### src/rtl/ps2_key_decoder.sv
// PS/2 receiver and set-2 scan-code decoder producing held-key levels for two players.
// Optional define PS2_PARITY_CHECK_EN enables odd-parity checking of received frames.
`timescale 1ns/1ps
module ps2_key_decoder #(
    parameter int unsigned TIMEOUT_CYC = 50000
) (
    input  logic       clk,
    input  logic       rst,
    input  logic       ps2_clk,
    input  logic       ps2_data,
    output logic       p1_right,
    output logic       p1_left,
    output logic       p1_jump,
    output logic       p1_squat,
    output logic       p1_defend,
    output logic       p2_right,
    output logic       p2_left,
    output logic       p2_jump,
    output logic       p2_squat,
    output logic       p2_defend,
    output logic [7:0] code,
    output logic       code_valid,
    output logic       frame_err
);
    localparam int unsigned TW = $clog2(TIMEOUT_CYC + 1);

    typedef enum logic [1:0] {S_IDLE, S_DATA, S_PARITY, S_STOP} state_t;

    logic          r_clk_s1, r_clk_s2, r_clk_d;
    logic          r_dat_s1, r_dat_s2;
    logic          r_fall, r_bit;
    state_t        r_state, w_state_nxt;
    logic [2:0]    r_cnt;
    logic [7:0]    r_shift;
    logic [TW-1:0] r_tmr;
    logic          r_ext, r_brk;
    logic [9:0]    r_keys;
    logic [7:0]    r_code;
    logic          r_code_valid, r_frame_err;
    logic          w_timeout, w_accept, w_drop, w_par_ok;
    logic [9:0]    w_key_sel;

    // Pin synchronizers; the falling edge and its data bit are registered together
    always_ff @(posedge clk) begin
        if (rst) begin
            r_clk_s1 <= 1'b0;
            r_clk_s2 <= 1'b0;
            r_clk_d  <= 1'b0;
            r_dat_s1 <= 1'b0;
            r_dat_s2 <= 1'b0;
            r_fall   <= 1'b0;
            r_bit    <= 1'b0;
        end else begin
            r_clk_s1 <= ps2_clk;
            r_clk_s2 <= r_clk_s1;
            r_clk_d  <= r_clk_s2;
            r_dat_s1 <= ps2_data;
            r_dat_s2 <= r_dat_s1;
            r_fall   <= r_clk_d & ~r_clk_s2;
            r_bit    <= r_dat_s2;
        end
    end

`ifdef PS2_PARITY_CHECK_EN
    logic r_par;
    always_ff @(posedge clk) begin
        if (rst)                               r_par <= 1'b0;
        else if (r_state == S_PARITY && r_fall) r_par <= r_bit;
    end
    assign w_par_ok = ^{r_shift, r_par};
`else
    assign w_par_ok = 1'b1;
`endif

    assign w_timeout = (r_state != S_IDLE) && (r_tmr == TW'(TIMEOUT_CYC));

    always_ff @(posedge clk) begin
        if (rst) r_state <= S_IDLE;
        else     r_state <= w_state_nxt;
    end

    always_comb begin
        w_state_nxt = r_state;
        w_accept    = 1'b0;
        w_drop      = 1'b0;
        case (r_state)
            S_IDLE:   if (r_fall && !r_bit) w_state_nxt = S_DATA;
            S_DATA:   if (r_fall && r_cnt == 3'd7) w_state_nxt = S_PARITY;
            S_PARITY: if (r_fall) w_state_nxt = S_STOP;
            S_STOP: begin
                if (r_fall) begin
                    w_state_nxt = S_IDLE;
                    if (r_bit && w_par_ok) w_accept = 1'b1;
                    else                   w_drop   = 1'b1;
                end
            end
            default:  w_state_nxt = S_IDLE;
        endcase
        // A stalled frame is abandoned regardless of any coincident edge
        if (w_timeout) begin
            w_state_nxt = S_IDLE;
            w_accept    = 1'b0;
            w_drop      = 1'b1;
        end
    end

    always_ff @(posedge clk) begin
        if (rst) begin
            r_cnt   <= 3'd0;
            r_shift <= 8'd0;
            r_tmr   <= '0;
        end else begin
            if (r_state == S_IDLE)          r_cnt <= 3'd0;
            else if (r_state == S_DATA && r_fall) begin
                r_cnt   <= r_cnt + 3'd1;
                r_shift <= {r_bit, r_shift[7:1]};
            end
            if (w_state_nxt == S_IDLE || r_state == S_IDLE || r_fall) r_tmr <= '0;
            else if (r_tmr != TW'(TIMEOUT_CYC))                         r_tmr <= r_tmr + TW'(1);
        end
    end

    // Scan-code map: index = {p2 defend,squat,jump,left,right, p1 defend,squat,jump,left,right}
    always_comb begin
        w_key_sel = '0;
        case ({r_ext, r_shift})
            9'h023:  w_key_sel[0] = 1'b1;
            9'h01C:  w_key_sel[1] = 1'b1;
            9'h01D:  w_key_sel[2] = 1'b1;
            9'h01B:  w_key_sel[3] = 1'b1;
            9'h02B:  w_key_sel[4] = 1'b1;
            9'h174:  w_key_sel[5] = 1'b1;
            9'h16B:  w_key_sel[6] = 1'b1;
            9'h175:  w_key_sel[7] = 1'b1;
            9'h172:  w_key_sel[8] = 1'b1;
            9'h05A:  w_key_sel[9] = 1'b1;
            default: w_key_sel    = '0;
        endcase
    end

    always_ff @(posedge clk) begin
        if (rst) begin
            r_ext        <= 1'b0;
            r_brk        <= 1'b0;
            r_keys       <= '0;
            r_code       <= 8'd0;
            r_code_valid <= 1'b0;
            r_frame_err  <= 1'b0;
        end else begin
            r_code_valid <= 1'b0;
            r_frame_err  <= 1'b0;
            if (w_accept) begin
                r_code       <= r_shift;
                r_code_valid <= 1'b1;
                if (r_shift == 8'hE0)      r_ext <= 1'b1;
                else if (r_shift == 8'hF0) r_brk <= 1'b1;
                else begin
                    r_keys <= r_brk ? (r_keys & ~w_key_sel) : (r_keys | w_key_sel);
                    r_ext  <= 1'b0;
                    r_brk  <= 1'b0;
                end
            end else if (w_drop) begin
                r_frame_err <= 1'b1;
                r_ext       <= 1'b0;
                r_brk       <= 1'b0;
            end
        end
    end

    assign {p2_defend, p2_squat, p2_jump, p2_left, p2_right} = r_keys[9:5];
    assign {p1_defend, p1_squat, p1_jump, p1_left, p1_right} = r_keys[4:0];
    assign code       = r_code;
    assign code_valid = r_code_valid;
    assign frame_err  = r_frame_err;
endmodule

### config.mk
export PLATFORM = sky130hd
export DESIGN_NAME = ps2_key_decoder
export DESIGN_NICKNAME = d
export VERILOG_FILES = /design/src/rtl/ps2_key_decoder.sv
export SDC_FILE = /design/constraint.sdc
export NUM_CORES = 1
export LEC_CHECK = 0
export ABC_AREA = 1
export CORE_AREA = 2 2 84 86
export DETAILED_ROUTE_END_ITERATION = 10
export DIE_AREA = 0 0 86 88
export PLACE_DENSITY = 0.69
export SLEW_MARGIN = 0
export SYNTH_ARGS = -nofsm -noshare
export SYNTH_HDL_FRONTEND = slang
export SYNTH_SLANG_ARGS = --single-unit
### constraint.sdc
create_clock -name clk -period 4.4 [get_ports clk]
set_clock_uncertainty 0.15 [all_clocks]
set_input_delay 0.88 -clock clk [delete_from_list [all_inputs] [get_ports clk]]
set_output_delay 0.88 -clock clk [all_outputs]
set_load 0.005 [all_outputs]
==> out/results.txt <==
port buffer count: 23
Crit. End Element: flop
GP Congestion: 0.9066
Hold Crit Start: r_dat_s2$_SDFF_PP0_
achievable clock frequency: 0.4492 GHz
Int Pwr: 0.7819 mW
clock power share: 45.4%
total core area: 0.006644 sq mm
min Tclk post-route: 2.226 ns
RSZ-0062 raised after global routing: false
Worst EP required: 4.52 ns
#FFs+latches synth: 58
layout cells sized above 1: 15.44%
io pins: 24
depth of the most critical reg-to-reg path: 9
count leader, synth: nor2_1
max-cap viol count: 0
ys async rst share: 0%
clock slew at reported path FFs: 0.06 ns
FF-to-FF setup slack: 2.51 ns
synthesized area per cell: 7.456 sq um
Final Non-Filler Cells: 501
CTS tree: built
Finish-stage setup viols: 0
Inst Count DP: 485
synth top area cells: dfxtp_1, nor2_1, nand2_1, inv_1, nand3_1
antenna fix cells: 0
CTS Hold Bufs: 0
status: complete, no violations
Vias/cell: 4.894
fin crit share: 50.60%
post-synth top area share: 39.83%
Slew @ Worst Pin: 0.6470 ns
Slew Viols, Final: 0
sequential-to-total area share from yosys stat: 39.83%
dpl cell area: 0.003182 sq mm
fin area: 0.003364 sq mm
Power, Total: 0.9968 mW
Total Wirelength: 5591 um
hold path cells: 2
Setup Buffers After CTS: 0
EDFF count, synth: 0
crit path max fanout: 29
crit path launch: rst
Row Count: 30
cts bufs inserted: 9
Final #Nets: 424
# H-tree levels: 3
leading cell types by count after synthesis: nor2_1, nand2_1, dfxtp_1
Reg power frac: 53.1%
combinational share of power: 1.5%
Routed Antenna Nets: 0
Die Height: 88 um
Post-Syn Nets: 399
P&R area growth vs syn: 15.41%
GRT Residual Overflow: 0
Initial DRT Pass Iterations: 5
Max Buffers Root-to-Sink: 2
P_sw: 0.2149 mW
Hold Crit Class: reg2reg
switching share of power: 21.56%
Synth Flop Type: dfxtp_1
clk_lat worst skew: 0.34 ns
die area: 0.007568 sq mm
Pwr Density: 296.3 mW/mm^2
Cells after Synth: 391
hpwl dp: 4025 um
DRC viols: 0
Crit Path Category: in2reg
post_cts resized: 0
drt initial violations: 137
Finished Core Util: 50.64%
end of the worst hold path: r_bit$_SDFF_PP0_
largest area contributor in the netlist: dfxtp_1
relative slew slack: 56.82%
Hold Fails Final Rpt: 0
post-synthesis cell type count: 38
yosys warns: 0
initial core utilization: 43.88%
largest net degree at the start of global routing: 30
antenna violations before repair: 0
first-pass GRT wire length: 10,090 um
worst IR drop on VDD: 0.1693 mV
Cell Area, Synth: 0.002915 sq mm
Via Count: 2,452
clk sinks: 58
Final TNS setup: 0 ns
startpoint types: primary input
overall routing resource usage: 16.91%
number of global-route vias before repair: 2,353
drt wl/cell: 11.16 um
Root Driver: clkbuf_8
RR Startpoint: r_tmr[0]$_SDFFE_PP0P_
DIE WIDTH: 86 um
Data arrival, critical path: 2.35 ns
reg2reg end: code[7]$_SDFFE_PP0P_
Static Leak: 1.266 nW
## logic make-up (layout without fill, tap and decap cells)
group | count (synthesis) | after routing | share of synthesized area (%)
buffers and inverters | 69 | 99 | 10.30
adders and majority gates | 4 | 4 | 1.717
xor gates and xnor gates | 10 | 10 | 3.004
DFF | 58 | 58 | 39.83
and+or+nand+nor | 210 | 210 | 35.92
AOI/OAI and AO/OA | 40 | 40 | 9.228
## routing by layer
layer / track usage, % / wire length (um) / vias up
met2: 29.18 / 2804 / 32
met5: 0 / 0 / -
met4: 6.349 / 85 / 0
met1: 18.97 / 2520 / 1122
met3: 6.503 / 182 / 7
li1: - / - / 1291
## through the flow
stage	hold WS, ns	worst slack (ns)
2_1_floorplan	0.2383	2.651
3_3_place_gp	0.2402	1.882
3_5_place_dp	0.2416	1.816
4_1_cts	0.2505	2.167
5_1_grt	0.2731	2.106
6_report	0.2504	2.174
## worst max-delay path by stage
stage / to / slack (ns) / depth (start not counted)
3_3_place_gp: r_shift[4]$_SDFFE_PP0P_ / 1.88 / 5
3_5_place_dp: r_shift[4]$_SDFFE_PP0P_ / 1.82 / 5
6_report: r_shift[4]$_SDFFE_PP0P_ / 2.17 / 5
4_1_cts: code[7] / 2.17 / 1
2_1_floorplan: flop / 2.65 / 5
5_1_grt: r_shift[4]$_SDFFE_PP0P_ / 2.11 / 5
## area by class of cell
| type | instances | area (sq um) |
|---|---|---|
| Timing Repair Buffer | 24 | 237.7 |
| Multi-Input combinational cell | 264 | 1454 |
| Fill cell | 658 | 3279 |
| Inverter | 59 | 229.0 |
| Sequential cell | 58 | 1161 |
| Clock buffer | 14 | 172.7 |
| Tap cell | 80 | 100.1 |
| Clock inverter | 2 | 10.01 |
## power groups by stage
stage	Combinational, mW	Clock [mW]	Sequential, mW
3_3_place_gp	0.0144	0	0.541
5_1_grt	0.0164	0.492	0.529
6_report	0.0145	0.453	0.529
3_5_place_dp	0.0147	0	0.541
2_1_floorplan	0.00970	0	0.541
4_1_cts	0.0147	0.469	0.529
## critical path, stage by stage
cell	delay, ns
clkdlybuf4s50_1	0.63
inv_1	0.21
buf_4	0.32
o21ai_0	0.14
a21oi_1	0.14
## layout by cell type (no fill, tap or decap), types with 6 or more instances in the layout
| cell | n |
|---|---|
| a21oi_1 | 15 |
| clkbuf_8 | 12 |
| clkdlybuf4s50_1 | 23 |
| dfxtp_1 | 58 |
| inv_1 | 50 |
| inv_2 | 6 |
| nand2_1 | 59 |
| nand3_1 | 27 |
| nand4_1 | 9 |
| nand4_2 | 7 |
| nor2_1 | 78 |
| nor2_2 | 7 |
| o21ai_0 | 11 |
| o21ai_2 | 9 |
| xor2_1 | 9 |
No activity file was read; power rests on OpenSTA's default activity.
